## src/rtl/regfile_pkg.sv

```systemverilog
// ---------------------------------------------------------------------------
// regfile_pkg
// Shared definitions for the two-requester register-file arbiter:
//   - default geometry of the register file (entry count, data width)
//   - FSM state encoding (plain localparam constants)
//   - requester identifier type used by the round-robin pointer
// ---------------------------------------------------------------------------
package regfile_pkg;

  // Default geometry. Addresses are 5 bits wide, so at most 32 entries.
  localparam int NUM_REG_DEFAULT = 32;
  localparam int WIDTH_DEFAULT   = 16;
  localparam int ADDR_W          = 5;

  // FSM state encoding.
  localparam logic [0:0] ST_IDLE  = 1'b0;
  localparam logic [0:0] ST_CLEAR = 1'b1;

  // Requester identifier; also the encoding of the round-robin pointer.
  typedef enum logic {
    REQ_A = 1'b0,
    REQ_B = 1'b1
  } req_id_t;

  // The requester that did not win; the pointer moves there after a grant.
  function automatic req_id_t other_req(input req_id_t id);
    return (id == REQ_A) ? REQ_B : REQ_A;
  endfunction

endpackage

```

## src/rtl/regfile_arbiter_addr_decoder.sv

```systemverilog
// ---------------------------------------------------------------------------
// addr_decoder_5to32
// Combinational 5-bit to 32-bit one-hot decoder. The output vector is
// numbered 32..1 so that address i raises bit i+1, which lines up directly
// with the register entry numbering (entries 1..32).
//
// Ports
//   addr_i    [4:0]   zero-based address
//   onehot_o  [32:1]  one-hot select, bit addr_i+1 set
// ---------------------------------------------------------------------------
module addr_decoder_5to32 (
  input  logic [4:0]  addr_i,
  output logic [32:1] onehot_o
);

  for (genvar gi = 0; gi < 32; gi++) begin : g_bit
    assign onehot_o[gi+1] = (addr_i == 5'(gi));
  end

endmodule

```

## src/rtl/regfile_arbiter.sv

```systemverilog
// ---------------------------------------------------------------------------
// regfile_arbiter
// Register file of NUM_REG x WIDTH entries shared by two requesters (A, B)
// through a round-robin arbiter, with a background clear engine that zeroes
// one entry per cycle.
//
// Optional feature (compile-time macro REGFILE_ARBITER_ZERO_REG_EN):
//   defined   -> entry 1 (address 0) is hard-wired to zero: writes are
//                dropped and reads return 0.
//   undefined -> entry 1 is an ordinary register.
//
// Parameters
//   NUM_REG  number of entries (1..32), addressed 0..NUM_REG-1
//   WIDTH    data width in bits
//
// Ports
//   clk                 single clock, rising edge
//   reset               asynchronous, active-high
//   ReqA/ReqB           access request per requester
//   WeA/WeB             1 = write, 0 = read
//   AddrA/AddrB [4:0]   zero-based entry address
//   WdataA/WdataB       write data
//   GntA/GntB           combinational grant (same cycle as the request)
//   RvalidA/RvalidB     read data valid, one cycle after a read grant
//   Rdata               shared read data, 0 when no read result is presented
//   ClearStart          pulse: start a full-file clear
//   Busy                high while the clear runs (grants are blocked)
//   ClearDone           one-cycle pulse on the return to IDLE
// ---------------------------------------------------------------------------
module regfile_arbiter
  import regfile_pkg::*;
#(
  parameter int NUM_REG = NUM_REG_DEFAULT,
  parameter int WIDTH   = WIDTH_DEFAULT
) (
  input  logic             clk,
  input  logic             reset,
  input  logic             ReqA,
  input  logic             ReqB,
  input  logic             WeA,
  input  logic             WeB,
  input  logic [4:0]       AddrA,
  input  logic [4:0]       AddrB,
  input  logic [WIDTH-1:0] WdataA,
  input  logic [WIDTH-1:0] WdataB,
  output logic             GntA,
  output logic             GntB,
  output logic             RvalidA,
  output logic             RvalidB,
  output logic [WIDTH-1:0] Rdata,
  input  logic             ClearStart,
  output logic             Busy,
  output logic             ClearDone
);

`ifdef REGFILE_ARBITER_ZERO_REG_EN
  localparam bit ZERO_REG = 1'b1;
`else
  localparam bit ZERO_REG = 1'b0;
`endif

  // Counter value of the final clear cycle (entry NUM_REG).
  localparam logic [4:0] LAST_IDX = 5'(NUM_REG - 1);

  // -------------------------------------------------------------------------
  // State
  // -------------------------------------------------------------------------
  logic [0:0]       state_q, state_d;
  req_id_t          ptr_q, ptr_d;
  logic [4:0]       cnt_q, cnt_d;
  logic             rvalid_a_q, rvalid_a_d;
  logic             rvalid_b_q, rvalid_b_d;
  logic [WIDTH-1:0] rdata_q, rdata_d;
  logic             clear_done_q, clear_done_d;
  logic [WIDTH-1:0] mem_q [1:NUM_REG];

  // -------------------------------------------------------------------------
  // Arbitration
  // -------------------------------------------------------------------------
  logic             in_idle;
  logic             in_clear;
  logic             gnt_a;
  logic             gnt_b;
  logic             gnt_any;
  logic             acc_we;
  logic [4:0]       acc_addr;
  logic [WIDTH-1:0] acc_wdata;

  assign in_idle  = (state_q == ST_IDLE);
  assign in_clear = ~in_idle;

  // Grants are also forced low while reset is held, so the outputs are quiet
  // during reset even if a requester is already asserting Req.
  assign gnt_a = in_idle & ~reset & ReqA & (~ReqB | (ptr_q == REQ_A));
  assign gnt_b = in_idle & ~reset & ReqB & (~ReqA | (ptr_q == REQ_B));
  assign gnt_any = gnt_a | gnt_b;

  // Winner's request fields; only meaningful when gnt_any is high.
  assign acc_we    = gnt_a ? WeA    : WeB;
  assign acc_addr  = gnt_a ? AddrA  : AddrB;
  assign acc_wdata = gnt_a ? WdataA : WdataB;

  // -------------------------------------------------------------------------
  // Address decode: a single decoder serves both the clear engine and the
  // requesters, since the two never use the file in the same cycle.
  // -------------------------------------------------------------------------
  logic [4:0]  dec_addr;
  logic [32:1] dec_onehot;

  assign dec_addr = in_clear ? cnt_q : acc_addr;

  addr_decoder_5to32 u_addr_dec (
    .addr_i   (dec_addr),
    .onehot_o (dec_onehot)
  );

  // -------------------------------------------------------------------------
  // Storage. Each entry is its own register so that reset can zero the whole
  // file at once. A selected entry is either zeroed (clear engine) or loaded
  // with the granted write data. Addresses at or above NUM_REG select no
  // entry, which turns such writes into no-ops.
  // -------------------------------------------------------------------------
  logic             file_we;
  logic [WIDTH-1:0] file_wdata;

  assign file_we    = in_clear | (gnt_any & acc_we);
  assign file_wdata = in_clear ? '0 : acc_wdata;

  for (genvar gi = 1; gi <= NUM_REG; gi++) begin : g_entry
    // Entry 1 never loads when it is hard-wired to zero.
    localparam bit WRITABLE = !(ZERO_REG && (gi == 1));
    logic entry_we;

    assign entry_we = WRITABLE & file_we & dec_onehot[gi];

    always_ff @(posedge clk or posedge reset) begin
      if (reset) begin
        mem_q[gi] <= '0;
      end else if (entry_we) begin
        mem_q[gi] <= file_wdata;
      end
    end
  end

  // Read mux: AND-OR over the one-hot select; an out-of-range address
  // selects nothing and reads 0.
  logic [WIDTH-1:0] rd_word;

  always_comb begin
    rd_word = '0;
    for (int e = 1; e <= NUM_REG; e++) begin
      if (dec_onehot[e] && !(ZERO_REG && (e == 1))) begin
        rd_word = rd_word | mem_q[e];
      end
    end
  end

  // -------------------------------------------------------------------------
  // Next-state logic
  // -------------------------------------------------------------------------
  always_comb begin
    state_d      = state_q;
    cnt_d        = cnt_q;
    clear_done_d = 1'b0;
    if (in_idle) begin
      // A request granted in this same cycle is still served on this edge.
      if (ClearStart) begin
        state_d = ST_CLEAR;
        cnt_d   = '0;
      end
    end else begin
      // ClearStart is deliberately not looked at here.
      if (cnt_q == LAST_IDX) begin
        state_d      = ST_IDLE;
        cnt_d        = '0;
        clear_done_d = 1'b1;
      end else begin
        cnt_d = cnt_q + 5'd1;
      end
    end
  end

  always_comb begin
    ptr_d = ptr_q;
    if (gnt_a) begin
      ptr_d = other_req(REQ_A);
    end else if (gnt_b) begin
      ptr_d = other_req(REQ_B);
    end
  end

  // Read results are captured at the end of the grant cycle. A write to the
  // same entry in the preceding cycle has already landed by then, so no
  // bypass path is needed. Rdata idles at 0 whenever no read is presented.
  always_comb begin
    rvalid_a_d = gnt_a & ~WeA;
    rvalid_b_d = gnt_b & ~WeB;
    rdata_d    = (gnt_any & ~acc_we) ? rd_word : '0;
  end

  // -------------------------------------------------------------------------
  // Registers
  // -------------------------------------------------------------------------
  always_ff @(posedge clk or posedge reset) begin
    if (reset) begin
      state_q      <= ST_IDLE;
      ptr_q        <= REQ_A;
      cnt_q        <= '0;
      rvalid_a_q   <= 1'b0;
      rvalid_b_q   <= 1'b0;
      rdata_q      <= '0;
      clear_done_q <= 1'b0;
    end else begin
      state_q      <= state_d;
      ptr_q        <= ptr_d;
      cnt_q        <= cnt_d;
      rvalid_a_q   <= rvalid_a_d;
      rvalid_b_q   <= rvalid_b_d;
      rdata_q      <= rdata_d;
      clear_done_q <= clear_done_d;
    end
  end

  // -------------------------------------------------------------------------
  // Outputs
  // -------------------------------------------------------------------------
  assign GntA      = gnt_a;
  assign GntB      = gnt_b;
  assign RvalidA   = rvalid_a_q;
  assign RvalidB   = rvalid_b_q;
  assign Rdata     = rdata_q;
  assign Busy      = in_clear;
  assign ClearDone = clear_done_q;

endmodule

```

## config.mk

```make
export PLATFORM = sky130hd
export DESIGN_NAME = regfile_arbiter
export DESIGN_NICKNAME = d
export VERILOG_FILES = /design/src/rtl/regfile_pkg.sv /design/src/rtl/regfile_arbiter_addr_decoder.sv /design/src/rtl/regfile_arbiter.sv
export SDC_FILE = /design/constraint.sdc
export NUM_CORES = 1
export LEC_CHECK = 0
export ABC_CLOCK_PERIOD_IN_PS = 66100
export CAP_MARGIN = 0
export CORE_UTILIZATION = 50
export CTS_CLUSTER_DIAMETER = 30
export DETAILED_ROUTE_END_ITERATION = 8
export PLACE_DENSITY = 0.67
export RECOVER_POWER = 100
export SLEW_MARGIN = 20
export SYNTH_ARGS = -nofsm -noshare
export SYNTH_HDL_FRONTEND = slang
export SYNTH_SLANG_ARGS = --single-unit
```

## constraint.sdc

```tcl
create_clock -name clk -period 66.1 [get_ports clk]
set_input_delay 13.22 -clock clk [delete_from_list [all_inputs] [get_ports clk]]
set_output_delay 13.22 -clock clk [all_outputs]
set_load 0.01 [all_outputs]
```

### Yosys cells after proc, flatten, opt, wreduce, memory -nomap -nowiden

Index checks and enable logic that the tools add are counted.
Widths: inputs -> output; s select.

| storage, ports and cells | value |
|---|---|
| RAM bits | 0 |
| input port bits | 49 |
| memory bits (read-only) | 0 |
| word-level logic and storage cells | 207 |
| memories kept | 0 |
| register bits after elaboration | 538 |
| bits in latches | 0 |
| output and inout bits | 22 |

| cells by class | value |
|---|---|
| $mul | 0 |
| muxes and demuxes | 48 |
| equality and inequality tests | 32 |
| bitwise gates (word level) | 84 |
| shift-type cells | 0 |
| magnitude comparators | 0 |
| add/subtract/negate cells | 1 |
| reductions and logical operators | 3 |
| div/mod/pow operators | 0 |

Operators by type and width:

| operator | number |
|---|---|
| $mux 16 | 35 |
| $or 16x16->16 | 31 |
| $eq 5x5->1 const B | 17 |
| $and 1x1->1 | 41 |
| $eq 5x4->1 const B | 8 |
| $mux 5 | 5 |
| $eq 5x3->1 const B | 4 |
| $eq 5x2->1 const B | 2 |
| $mux 1 | 8 |
| $not 1->1 | 8 |
| $add 5x1->5 const B | 1 |
| $eq 5x1->1 const B | 1 |
| $logic_not 5->1 | 1 |
| $or 1x1->1 | 4 |
| $reduce_bool 2->1 | 2 |

### Longest topological paths before layout

Gate-level depths: netlist (run 1).

| depth | value |
|---|---|
| word-level depth | 71 |
| gate-level depth with buffers | 13 |
| gate-level depth less buffers | 8 |

### Cells and area by module

A second synthesis (run 1) with hierarchy kept.

| second synthesis, totals | value |
|---|---|
| cell total of the unflattened synthesis | 1,814 |
| area total of the unflattened synthesis | 23,771.5 µm² |

Modules (own cells, without submodules):

| module | cells an instance | sequential area each (µm²) | area an instance (µm²) | instances |
|---|---|---|---|---|
| regfile_arbiter | 1,767 | 13,462.9 | 23,550.1 | 1 |
| addr_decoder_5to32 | 47 | 0.0 | 221.5 | 1 |

### Worst setup path before layout (run 1)

OpenSTA, ideal clock, no wires.

| timing | value |
|---|---|
| path kind | input -> output |
| start | input reset |
| end | output GntA |
| stages on the path | 7 |
| arrival | 26.329 ns |
| required time | 52.880 ns |
| path buffers | 4 |
| path slack | 26.551 ns |
| cell sequence | buf_2 -> inv_1 -> nand2_2 -> buf_6 -> clkbuf_1 -> clkbuf_1 -> nor2_1 |

| on the way | value |
|---|---|
| cells in the longest elaborated chain, start to end | 4 |

Ends and longest elaborated chain:

| what | RTL line | RTL |
|---|---|---|
| start, declared | regfile_arbiter.sv:37 | `input logic reset,` |
| $not 1->1 | regfile_arbiter.sv:94 | `assign gnt_a = in_idle & ~reset & ReqA & (~ReqB \| (ptr_q == REQ_A));` |
| $and 1x1->1 (3 in series) | regfile_arbiter.sv:94 |  |
| end, declared | regfile_arbiter.sv:46 | `output logic GntA,` |

No other way between the ends.

### Final worst setup path (run 1)

Same ends and word-level chain as after synthesis.

==> qor.txt, run 1 <==
status -> finished, violations left
violated checks -> capacitance limit, slew limit
clock tree root driver cell -> clkbuf_16
skew final -> 0.02137 ns
CP endpoint kind -> output pin
Fin. Hold Viols -> 0
worst path cell trace -> dlygate4sd3_1 -> clkinvlp_2 -> nand2_1 -> nor2_1 -> dlygate4sd3_1
clock latency on the worst-skew pair -> 0.65 ns
Setup crit start kind -> input port
post-CTS setup buffers -> 0
compound-cell area share of the yosys netlist -> 21.17%
minimum clock period -> 35.44 ns
Remaining DRCs -> 0
Post-Synthesis Cells -> 2428
CP max stage delay -> 4.18 ns
Simple-Gate Fraction of Synth Area -> 14.38%
share of layout cells above drive strength 1 -> 10.16%
slowest CP cell -> clkinvlp_2
IO buf count -> 70
Final GP Congestion -> 0.8556
mux cell area share after synthesis -> 2.296%
met1 Use GR -> 42.00%
Most Crowded Layer GR -> met2
Post-synth ARST share -> 100.0%
Clock transition at path regs -> 0.05 ns
Layout area overhead -> 20.65%
Overall Power -> 1341 uW
register area share after synthesis -> 57.72%
routing usage on met2 -> 50.67%
core area -> 0.04567 mm^2
Synthesized Nets -> 2479
Top FF cell, synth -> dfrtp_1
Cell Rows -> 78
Starting Density -> 51.07%
Post-Synth Adder-Cell Area -> 0.1073%
setup TNS -> 0 ns
DR vias/cell -> 6.094
Required @ worst endpoint -> 52.88 ns
total gr overflow -> 0
largest family of logic cells by synthesized area -> compound AO/OA/AOI/OAI gates
# IOs -> 71
cts hold-fix bufs -> 0
relative slew slack -> -483.6%
clock buffer depth -> 3
Vias -> 19310
initial antenna violation count -> 2
routed length per instance -> 23.37 um
worst-path fanout max -> 127
period utilization -> 53.62%
Setup violations, final -> 0
crit path DAT -> 22.22 ns
CTS tree -> built
Post-DRT Antenna Nets -> 0
RSZ-0062 raised after global routing -> no
Die Area -> 0.04752 mm^2
Critical Path Most Common Cell -> dlygate4sd3_1
met3 GRT Util -> 8.563%
Crit Path Category -> input port to output pin
synthesized flop and latch total -> 538
CTS buffer count -> 116
Die Y-Extent -> 218.0 um
Synthesis Warnings -> 0
Synth Area in XOR/XNOR -> 0%
Hold Crit Class -> flop to flop
die width -> 218.0 um
post-synth cell types -> 60
pwr dens -> 47.66 mW/mm^2
Avg Inst Size Synth -> 9.607 um^2
Max Freq -> 0.02821 GHz
Final Max Tran Viols -> 1105
maxcap violations -> 25
H-tree level count -> 3
first-pass GRT wire length -> 114800 um
fillcell total -> 3735
Total GRT Usage -> 32.22%
Worst VDD drop -> 28.64 uV
TritonRoute pass-1 iters -> 7
EDFF count, synth -> 0
placed insts -> 2955
final std cells w/o fill -> 3169
fin nets -> 2524
post-cts sizing count -> 0
pin count of the biggest net entering global routing -> 170
DP Wirelength -> 44810 um
Static Leak -> 0.01219 uW
Iter 0 DRT Violations -> 2095
clk sinks -> 538
Worst Tran Pin Value -> 8.754 ns
Mapped Area -> 0.02332 mm^2
final wirelength -> 74070 um
vias in the first global route -> 19250
[cell usage after synthesis (7+ instances only)]
master     instances  area share, %
a2111oi_0         25           0.94
a21oi_1           24           0.51
a221oi_1          52            2.0
a22o_1            55            2.1
a22oi_1           49            1.6
a31oi_1           17           0.46
a32oi_1            7           0.26
and3_1            19           0.51
buf_2             38           0.82
buf_4              8           0.26
clkbuf_1         155            2.5
dfrtp_1          538             58
inv_1             26           0.42
mux2i_1           49            2.1
nand2_1          670             11
nand3_1           12           0.26
nor2_1            22           0.35
nor3_1            23           0.49
nor3_2             9           0.39
o211ai_1          15           0.48
o21ai_0          513             11
o21ai_1           10           0.21
[worst max-delay path: cells and delay by family]
family / cells / cell delay [ns]
buffers and inverters: 3 / 5.59
and+or+nand+nor: 2 / 3.39
[metal layers]
metal | vias to the layer above | wire [um]
met5 | - | 11
met2 | 974 | 34060
met3 | 234 | 7245
met1 | 9462 | 29600
li1 | 8641 | -
met4 | 2 | 3144
[power by group]
group | switching (uW) | total, uW | internal [uW]
clock | 183 | 571 | 388
sequential | 47.0 | 464 | 417
combinational | 227 | 306 | 79.1
[per-stage QoR]
| step | area [um^2] | hold slack, ns | util [%] | setup slack, ns |
|---|---|---|---|---|
| 4_1_cts | 28480 | 0.4766 | 62.36 | 36.77 |
| 3_3_place_gp | 24550 | 0.4576 | 53.76 | 36.85 |
| 2_1_floorplan | 23320 | 0.4444 | - | 26.55 |
| 6_report | 28140 | 0.4737 | 61.61 | 30.66 |
| 5_1_grt | 28140 | 0.4885 | 61.61 | 29.07 |
| 3_5_place_dp | 24550 | 0.4666 | 53.76 | 36.80 |
[cells by family (layout without fill, tap and decap cells)]
kind of cell / count (synthesis) / count (layout)
AO/OA/AOI/OAI: 804 / 804
AND/OR/NAND/NOR: 795 / 795
flip-flops: 538 / 538
buffers and inverters: 236 / 376
multiplexers: 53 / 53
adder cells (fa/ha/maj): 2 / 2
other: 0 / 1
[flip-flops by register name (all words and copies together) (netlist names)]
register   flops
Busy           1
ptr_q          1
mem_q        512
RvalidA        1
RvalidB        1
Rdata         16
ClearDone      1
cnt_q          5
[cells in the final DEF (no fill, tap or decap), types with 5 or more instances in the layout]
cell type / instances
nand2_1: 665
dfrtp_1: 538
o21ai_0: 517
clkbuf_16: 116
a22o_1: 55
clkbuf_1: 54
a221oi_1: 51
mux2i_1: 49
a22oi_1: 49
clkdlybuf4s50_1: 47
buf_4: 32
inv_1: 25
a2111oi_0: 25
nor3_1: 24
a21oi_1: 24
nor2_1: 23
clkinv_2: 23
dlygate4sd3_1: 23
clkbuf_8: 20
and3_1: 19
a31oi_1: 17
o211ai_1: 15
nor4_1: 12
nand3_1: 12
bufinv_16: 12
clkinvlp_4: 11
a32oi_1: 7
clkinv_4: 7
nand2b_1: 6
nand2_2: 6
o21ai_1: 5
nand4_1: 5
[area by class of cell]
| class | instances | area (um^2) | area share (%) |
|---|---|---|---|
| Antenna cell | 1 | 2.502 | 0.008892 |
| Clock buffer | 155 | 3249 | 11.55 |
| Clock inverter | 58 | 681.9 | 2.423 |
| Inverter | 26 | 98.84 | 0.3513 |
| Multi-Input combinational cell | 1654 | 8822 | 31.35 |
| Sequential cell | 538 | 13460 | 47.84 |
| Tap cell | 600 | 750.7 | 2.668 |
| Timing Repair Buffer | 137 | 1072 | 3.810 |
[final timing paths]
kind                             from          to  slack (ns)  cells past startpoint
setup / recovery                reset        GntA       30.66                      5
hold / removal             mem_q[372]  mem_q[372]        0.47                      2
setup reg to reg                 Busy   mem_q[64]       56.55                      9
hold reg to reg            mem_q[372]  mem_q[372]        0.47                      2
max in group asynchronous       reset  mem_q[336]       39.02                      4
min in group asynchronous       reset  mem_q[391]       14.94                      2
Power figures use the tool's default switching activity.
==> inputs of run 2 (changes only) <==
--- a/config.mk
+++ b/config.mk
@@ -5,12 +5,12 @@
 export SDC_FILE = /design/constraint.sdc
 export NUM_CORES = 1
 export LEC_CHECK = 0
-export ABC_CLOCK_PERIOD_IN_PS = 66100
+export ABC_CLOCK_PERIOD_IN_PS = 32600
 export CAP_MARGIN = 0
 export CORE_UTILIZATION = 50
 export CTS_CLUSTER_DIAMETER = 30
 export DETAILED_ROUTE_END_ITERATION = 8
-export PLACE_DENSITY = 0.67
+export PLACE_DENSITY = 0.7
 export RECOVER_POWER = 100
 export SLEW_MARGIN = 20
 export SYNTH_ARGS = -nofsm -noshare
==> constraint.sdc (replaced) <==
create_clock -name clk -period 32.6 [get_ports clk]
set_input_delay 6.52 -clock clk [delete_from_list [all_inputs] [get_ports clk]]
set_output_delay 6.52 -clock clk [all_outputs]
set_load 0.01 [all_outputs]
==> run 2 against run 1 <==
  * Sequential power rose by 100%
  * Register-to-register slack got worse by 33 ns
  * Combinational power increased by 100%
  * First-iteration DRC count shrank 5.1%
  * Critical endpoint unchanged
  * The flow still finishes with violations (capacitance limit, slew limit)
  * Clock skew up 0.0023 ns
  * Non-clock buffer count grew 5
  * Final cell count decreased by 0.22%
  * Worst hold slack better by 0.0010 ns
==> qor.txt, run 2 (synthesis results as in run 1) <==
setup TNS -> 0 ns
final worst slack -> 10.34 ns
crit path buf inv count -> 3
pwr dens -> 95.78 mW/mm^2
Critical Path Most Common Cell -> dlygate4sd3_1
FF-to-FF setup slack -> 23.20 ns
most frequent cells in the layout -> nand2_1, dfrtp_1, o21ai_0
post-CTS setup buffers -> 0
CTS buffer count -> 107
total gr overflow -> 0
share of layout cells above drive strength 1 -> 10.54%
Post-DRT Antenna Nets -> 0
H-tree level count -> 3
RR Endpoint -> Rdata[14]
Die Y-Extent -> 218.0 um
Worst VDD drop -> 66.08 uV
RSZ-0062 raised after global routing -> no
initial antenna violation count -> 3
Biggest register -> mem_q
TritonRoute pass-1 iters -> 6
skew final -> 0.02371 ns
CP endpoint kind -> output pin
Reg-to-Reg Start -> ptr_q
status -> finished, violations left
relative slew slack -> -290.4%
violated checks -> capacitance limit, slew limit
fillcell total -> 3742
Overall Power -> 2693 uW
clk sinks -> 538
pin count of the biggest net entering global routing -> 177
leading cell type in the layout, fill and taps excluded -> nand2_1
Hold Path End -> mem_q[41]
Fin. Hold Viols -> 0
Remaining DRCs -> 0
Hold Path Stages -> 2
Setup crit start kind -> input port
Layout area overhead -> 20.52%
Starting Density -> 51.07%
# IOs -> 71
IO buf count -> 70
Worst Tran Pin Value -> 5.824 ns
post-cts sizing count -> 0
Die Area -> 0.04752 mm^2
Setup violations, final -> 0
clock latency on the worst-skew pair -> 0.64 ns
Vias -> 19350
clock tree root driver cell -> clkbuf_16
maxcap violations -> 18
DP Wirelength -> 44580 um
Cell Rows -> 78
Total GRT Usage -> 32.32%
vias in the first global route -> 19510
hold slack -> 0.4747 ns
DR vias/cell -> 6.121
Iter 0 DRT Violations -> 1988
Crit Path Category -> input port to output pin
die width -> 218.0 um
reg2reg path depth -> 9
routed length per instance -> 23.45 um
Hold Startpoint -> mem_q[41]
core area -> 0.04567 mm^2
first-pass GRT wire length -> 115100 um
Clock transition at path regs -> 0.04 ns
period utilization -> 68.27%
worst-path fanout max -> 126
crit path DAT -> 15.74 ns
fin nets -> 2520
Largest register FFs -> 512
Required @ worst endpoint -> 26.08 ns
worst path cell trace -> dlygate4sd3_1 -> clkinvlp_2 -> nand2_1 -> nor2_1 -> dlygate4sd3_1
minimum clock period -> 22.26 ns
CTS tree -> built
Max Freq -> 0.04493 GHz
Final GP Congestion -> 0.9085
pre-CTS setup slack -> 16.69 ns
Static Leak -> 0.01215 uW
slowest CP cell -> clkinvlp_2
Top delay family on crit path -> buffers and inverters
clock buffer depth -> 3
Hold Crit Class -> flop to flop
final wirelength -> 74150 um
CP max stage delay -> 4.33 ns
cts hold-fix bufs -> 0
Final Max Tran Viols -> 791
## run 2: cell count changes in the layout (fill, tap and decap cells not counted), moves of 3 or more
cell / delta
clkbuf_1: -13
a2111oi_1: +8
clkinv_2: -4
buf_4: +10
clkbuf_16: -6
clkbuf_8: -6
inv_6: +3
a2111oi_0: -8
nor4_1: -4
nor4_4: +3
## run 2: how the worst max path moves through the flow
| stage | start | end | slack [ns] | cells after the start |
|---|---|---|---|---|
| after floorplan | reset | GntA | 6.45 | 7 |
| after global placement | reset | GntA | 16.76 | 5 |
| after detailed placement | reset | GntA | 16.69 | 5 |
| after CTS | reset | GntA | 16.68 | 5 |
| after global routing | reset | GntA | 8.69 | 5 |
| final | reset | GntA | 10.34 | 5 |
## run 2: stage by stage
stage	instances	area, um^2	utilization, %
finish	3162	28110	61.55
detailed placement	2960	24540	53.74
global placement	2960	24540	53.72
CTS	3161	28340	62.05
floorplan	2428	23320	-
global route	3161	28110	61.54
## run 2: final cells by class
class                      instances  area [um^2]  area share (%)
sequential                       538        13460           47.89
antenna                            1        2.502        0.008902
tap                              600        750.7           2.670
timing repair buffer             142         1145           4.072
inverter                          26        98.84          0.3516
clock buffer                     136         2990           10.64
clock inverter                    65        807.0           2.871
multi-input combinational       1654         8855           31.50
## run 2: where the power goes
group	total (uW)	switching (uW)	internal [uW]	leakage (uW)
clock	1130	366	760	0.00184
sequential	941	96.8	844	0.00742
combinational	626	460	165	0.00289
## run 2: layer usage
metal | global-route usage, % | share of wire, % | up-vias
met4 | 17.74 | 5.3 | 4
met2 | 49.08 | 45 | 950
met3 | 7.559 | 9.6 | 236
met1 | 42.91 | 40 | 9530
met5 | 0 | 0.031 | -
li1 | - | - | 8634
## run 2: worst reg2reg max path: cells and delay by family, from the launching register on
family / cells / cell delay [ns]
compound gates: 5 / 4.23
buf+inv: 1 / 2.74
simple gates: 3 / 1.79
flops: 1 / 0.44
==> inputs of run 3 (changes only) <==
--- a/config.mk
+++ b/config.mk
@@ -5,12 +5,12 @@
 export SDC_FILE = /design/constraint.sdc
 export NUM_CORES = 1
 export LEC_CHECK = 0
-export ABC_CLOCK_PERIOD_IN_PS = 32600
+export ABC_CLOCK_PERIOD_IN_PS = 22200
 export CAP_MARGIN = 0
 export CORE_UTILIZATION = 50
 export CTS_CLUSTER_DIAMETER = 30
 export DETAILED_ROUTE_END_ITERATION = 8
-export PLACE_DENSITY = 0.7
+export PLACE_DENSITY = 0.67
 export RECOVER_POWER = 100
 export SLEW_MARGIN = 20
 export SYNTH_ARGS = -nofsm -noshare
==> constraint.sdc (replaced) <==
create_clock -name clk -period 22.2 [get_ports clk]
set_input_delay 4.44 -clock clk [delete_from_list [all_inputs] [get_ports clk]]
set_output_delay 4.44 -clock clk [all_outputs]
set_load 0.01 [all_outputs]
==> run 3 against run 2 <==
  * The flow still finishes with violations (capacitance limit, slew limit)
  * Setup slack got worse by 2.8 ns
  * Final cell count fell by 0.41%
  * Worst hold slack got worse by 0.0012 ns
  * Clock power rose by 54%
  * Global-route usage fell by 0.31 points
  * Non-clock buffer count fell by 11
  * Clock skew fell by 0.0038 ns
  * Final area rose by 0.14%
  * Count of clock-buffer cells in the layout rose by 7
  * Die area did not move
  * Sequential power rose by 47%
==> qor.txt, run 3 (synthesis results as in run 1) <==
status -> finished, violations left
violated checks -> capacitance limit, slew limit
Iter 0 DRT Violations -> 2036
FF-to-FF setup slack -> 13.53 ns
reg2reg path depth -> 8
initial antenna violation count -> 2
CTS buffer count -> 108
Overall Power -> 4028 uW
IO buf count -> 70
share of layout cells above drive strength 1 -> 9.615%
Total GRT Usage -> 32.01%
clock tree root driver cell -> clkbuf_16
CTS tree -> built
Hold Crit Class -> flop to flop
clock buffer depth -> 3
Biggest register -> mem_q
first-pass GRT wire length -> 114300 um
relative slew slack -> -543.7%
RSZ-0062 raised after global routing -> no
fin nets -> 2510
TritonRoute pass-1 iters -> 7
highest metal used -> met5
Worst Tran Pin Value -> 9.656 ns
DP Wirelength -> 44850 um
pwr dens -> 143.1 mW/mm^2
Crit. Startpoint -> reset
CP max stage delay -> 3.23 ns
crit path buf inv count -> 5
Static Leak -> 0.01221 uW
vias in the first global route -> 19170
routed length per instance -> 23.52 um
skew final -> 0.01988 ns
Clock transition at path regs -> 0.04 ns
Die Y-Extent -> 218.0 um
Critical Path Most Common Cell -> clkbuf_1
maxcap violations -> 24
Starting Density -> 51.07%
WL met2 -> 33360 um
met1 wire length -> 29810 um
hold slack -> 0.4735 ns
Crit Path Category -> input port to flop
Worst VDD drop -> 78.79 uV
RR Endpoint -> mem_q[245]
post-cts sizing count -> 0
WL met3 -> 7187 um
crit path DAT -> 15.08 ns
Reg-to-Reg Start -> Busy
Final GP Congestion -> 0.9090
die width -> 218.0 um
fillcell total -> 3772
Worst setup endpoint -> mem_q[72]
slowest CP cell -> clkbuf_1
Setup violations, final -> 0
Crit path depth -> 11
# IOs -> 71
Top delay family on crit path -> buffers and inverters
final std cells w/o fill -> 3149
clk sinks -> 538
most frequent cells in the layout -> nand2_1, dfrtp_1, o21ai_0
Die Area -> 0.04752 mm^2
period utilization -> 65.80%
placed insts -> 2949
pin count of the biggest net entering global routing -> 181
core area -> 0.04567 mm^2
post-CTS setup buffers -> 0
Remaining DRCs -> 0
worst-path fanout max -> 124
minimum clock period -> 14.61 ns
Max Freq -> 0.06846 GHz
Required @ worst endpoint -> 22.67 ns
H-tree level count -> 3
Layout area overhead -> 20.69%
Post-DRT Antenna Nets -> 0
Fin. Hold Viols -> 0
Final Max Tran Viols -> 861
cts hold-fix bufs -> 0
Vias -> 19320
clock latency on the worst-skew pair -> 0.65 ns
leading cell type in the layout, fill and taps excluded -> nand2_1
Largest register FFs -> 512
Cell Rows -> 78
total gr overflow -> 0
setup TNS -> 0 ns
CP endpoint kind -> flop
final wirelength -> 74070 um
worst path cell trace -> dlygate4sd3_1 -> inv_8 -> clkbuf_1 -> and4_1 -> a311oi_4 -> clkbuf_1 -> nor4_1 -> nand2_1 -> clkbuf_1 -> nand2_1 -> o21ai_0
Multi-input gate area -> 0.008853 mm^2
Setup crit start kind -> input port
DR vias/cell -> 6.134
Storage cell area -> 0.01346 mm^2
[run 3: cell count changes in the layout (fill, tap and decap cells not counted), sizes merged]
cell | before | now
bufinv | 14 | 21
buf | 43 | 27
clkinvlp | 14 | 4
inv | 33 | 29
clkinv | 30 | 28
clkbuf | 165 | 177
[run 3: per-layer routing]
metal,GRT usage (%),vias to the layer above
met5,0,-
met4,16.55,2
met3,7.364,237
met2,49.15,933
met1,42.45,9535
li1,-,8608
[run 3: final cells by class]
class                   count  share of cell area [%]
flip-flops and latches    538                   47.82
multi-input cells        1654                   31.45
clock buffers             143                   10.90
repair buffers            131                   3.676
clock inverters            56                   3.098
well taps                 600                   2.667
inverters                  26                  0.3734
diodes                      1                0.008889
[run 3: through the flow]
stage | instance area, um^2 | util (%) | worst slack (ns)
floorplan | 23320 | - | 0.2115
global placement | 24510 | 53.67 | 10.50
detailed placement | 24520 | 53.68 | 10.47
CTS | 28460 | 62.31 | 10.45
global route | 28150 | 61.63 | 5.828
finish | 28150 | 61.63 | 7.593
[run 3: how the worst min path moves through the flow]
stage,start,endpoint,slack (ns),cells past startpoint
2_1_floorplan,mem_q[377],mem_q[377],0.44,2
3_3_place_gp,mem_q[454],mem_q[454],0.46,2
3_5_place_dp,mem_q[184],mem_q[184],0.47,2
4_1_cts,mem_q[184],mem_q[184],0.48,2
5_1_grt,mem_q[151],mem_q[151],0.49,2
6_report,mem_q[381],mem_q[381],0.47,2
[run 3: report_power, final]
part	total [uW]	leakage, uW	internal, uW	switching [uW]
clock network	1740	0.00194	1210	530
registers	1380	0.00742	1240	138
logic	913	0.00285	234	679
total	4030	0.0122	2680	1350
[run 3: worst reg2reg max path: stages (launching register included)]
cell and delay, ns:
dfrtp_1 0.31, clkbuf_1 1.06, inv_1 0.80, o211ai_1 0.36, o311ai_0 0.20, clkbuf_1 0.95
nor3_1 2.63, nand2_1 1.61, o21ai_0 0.61
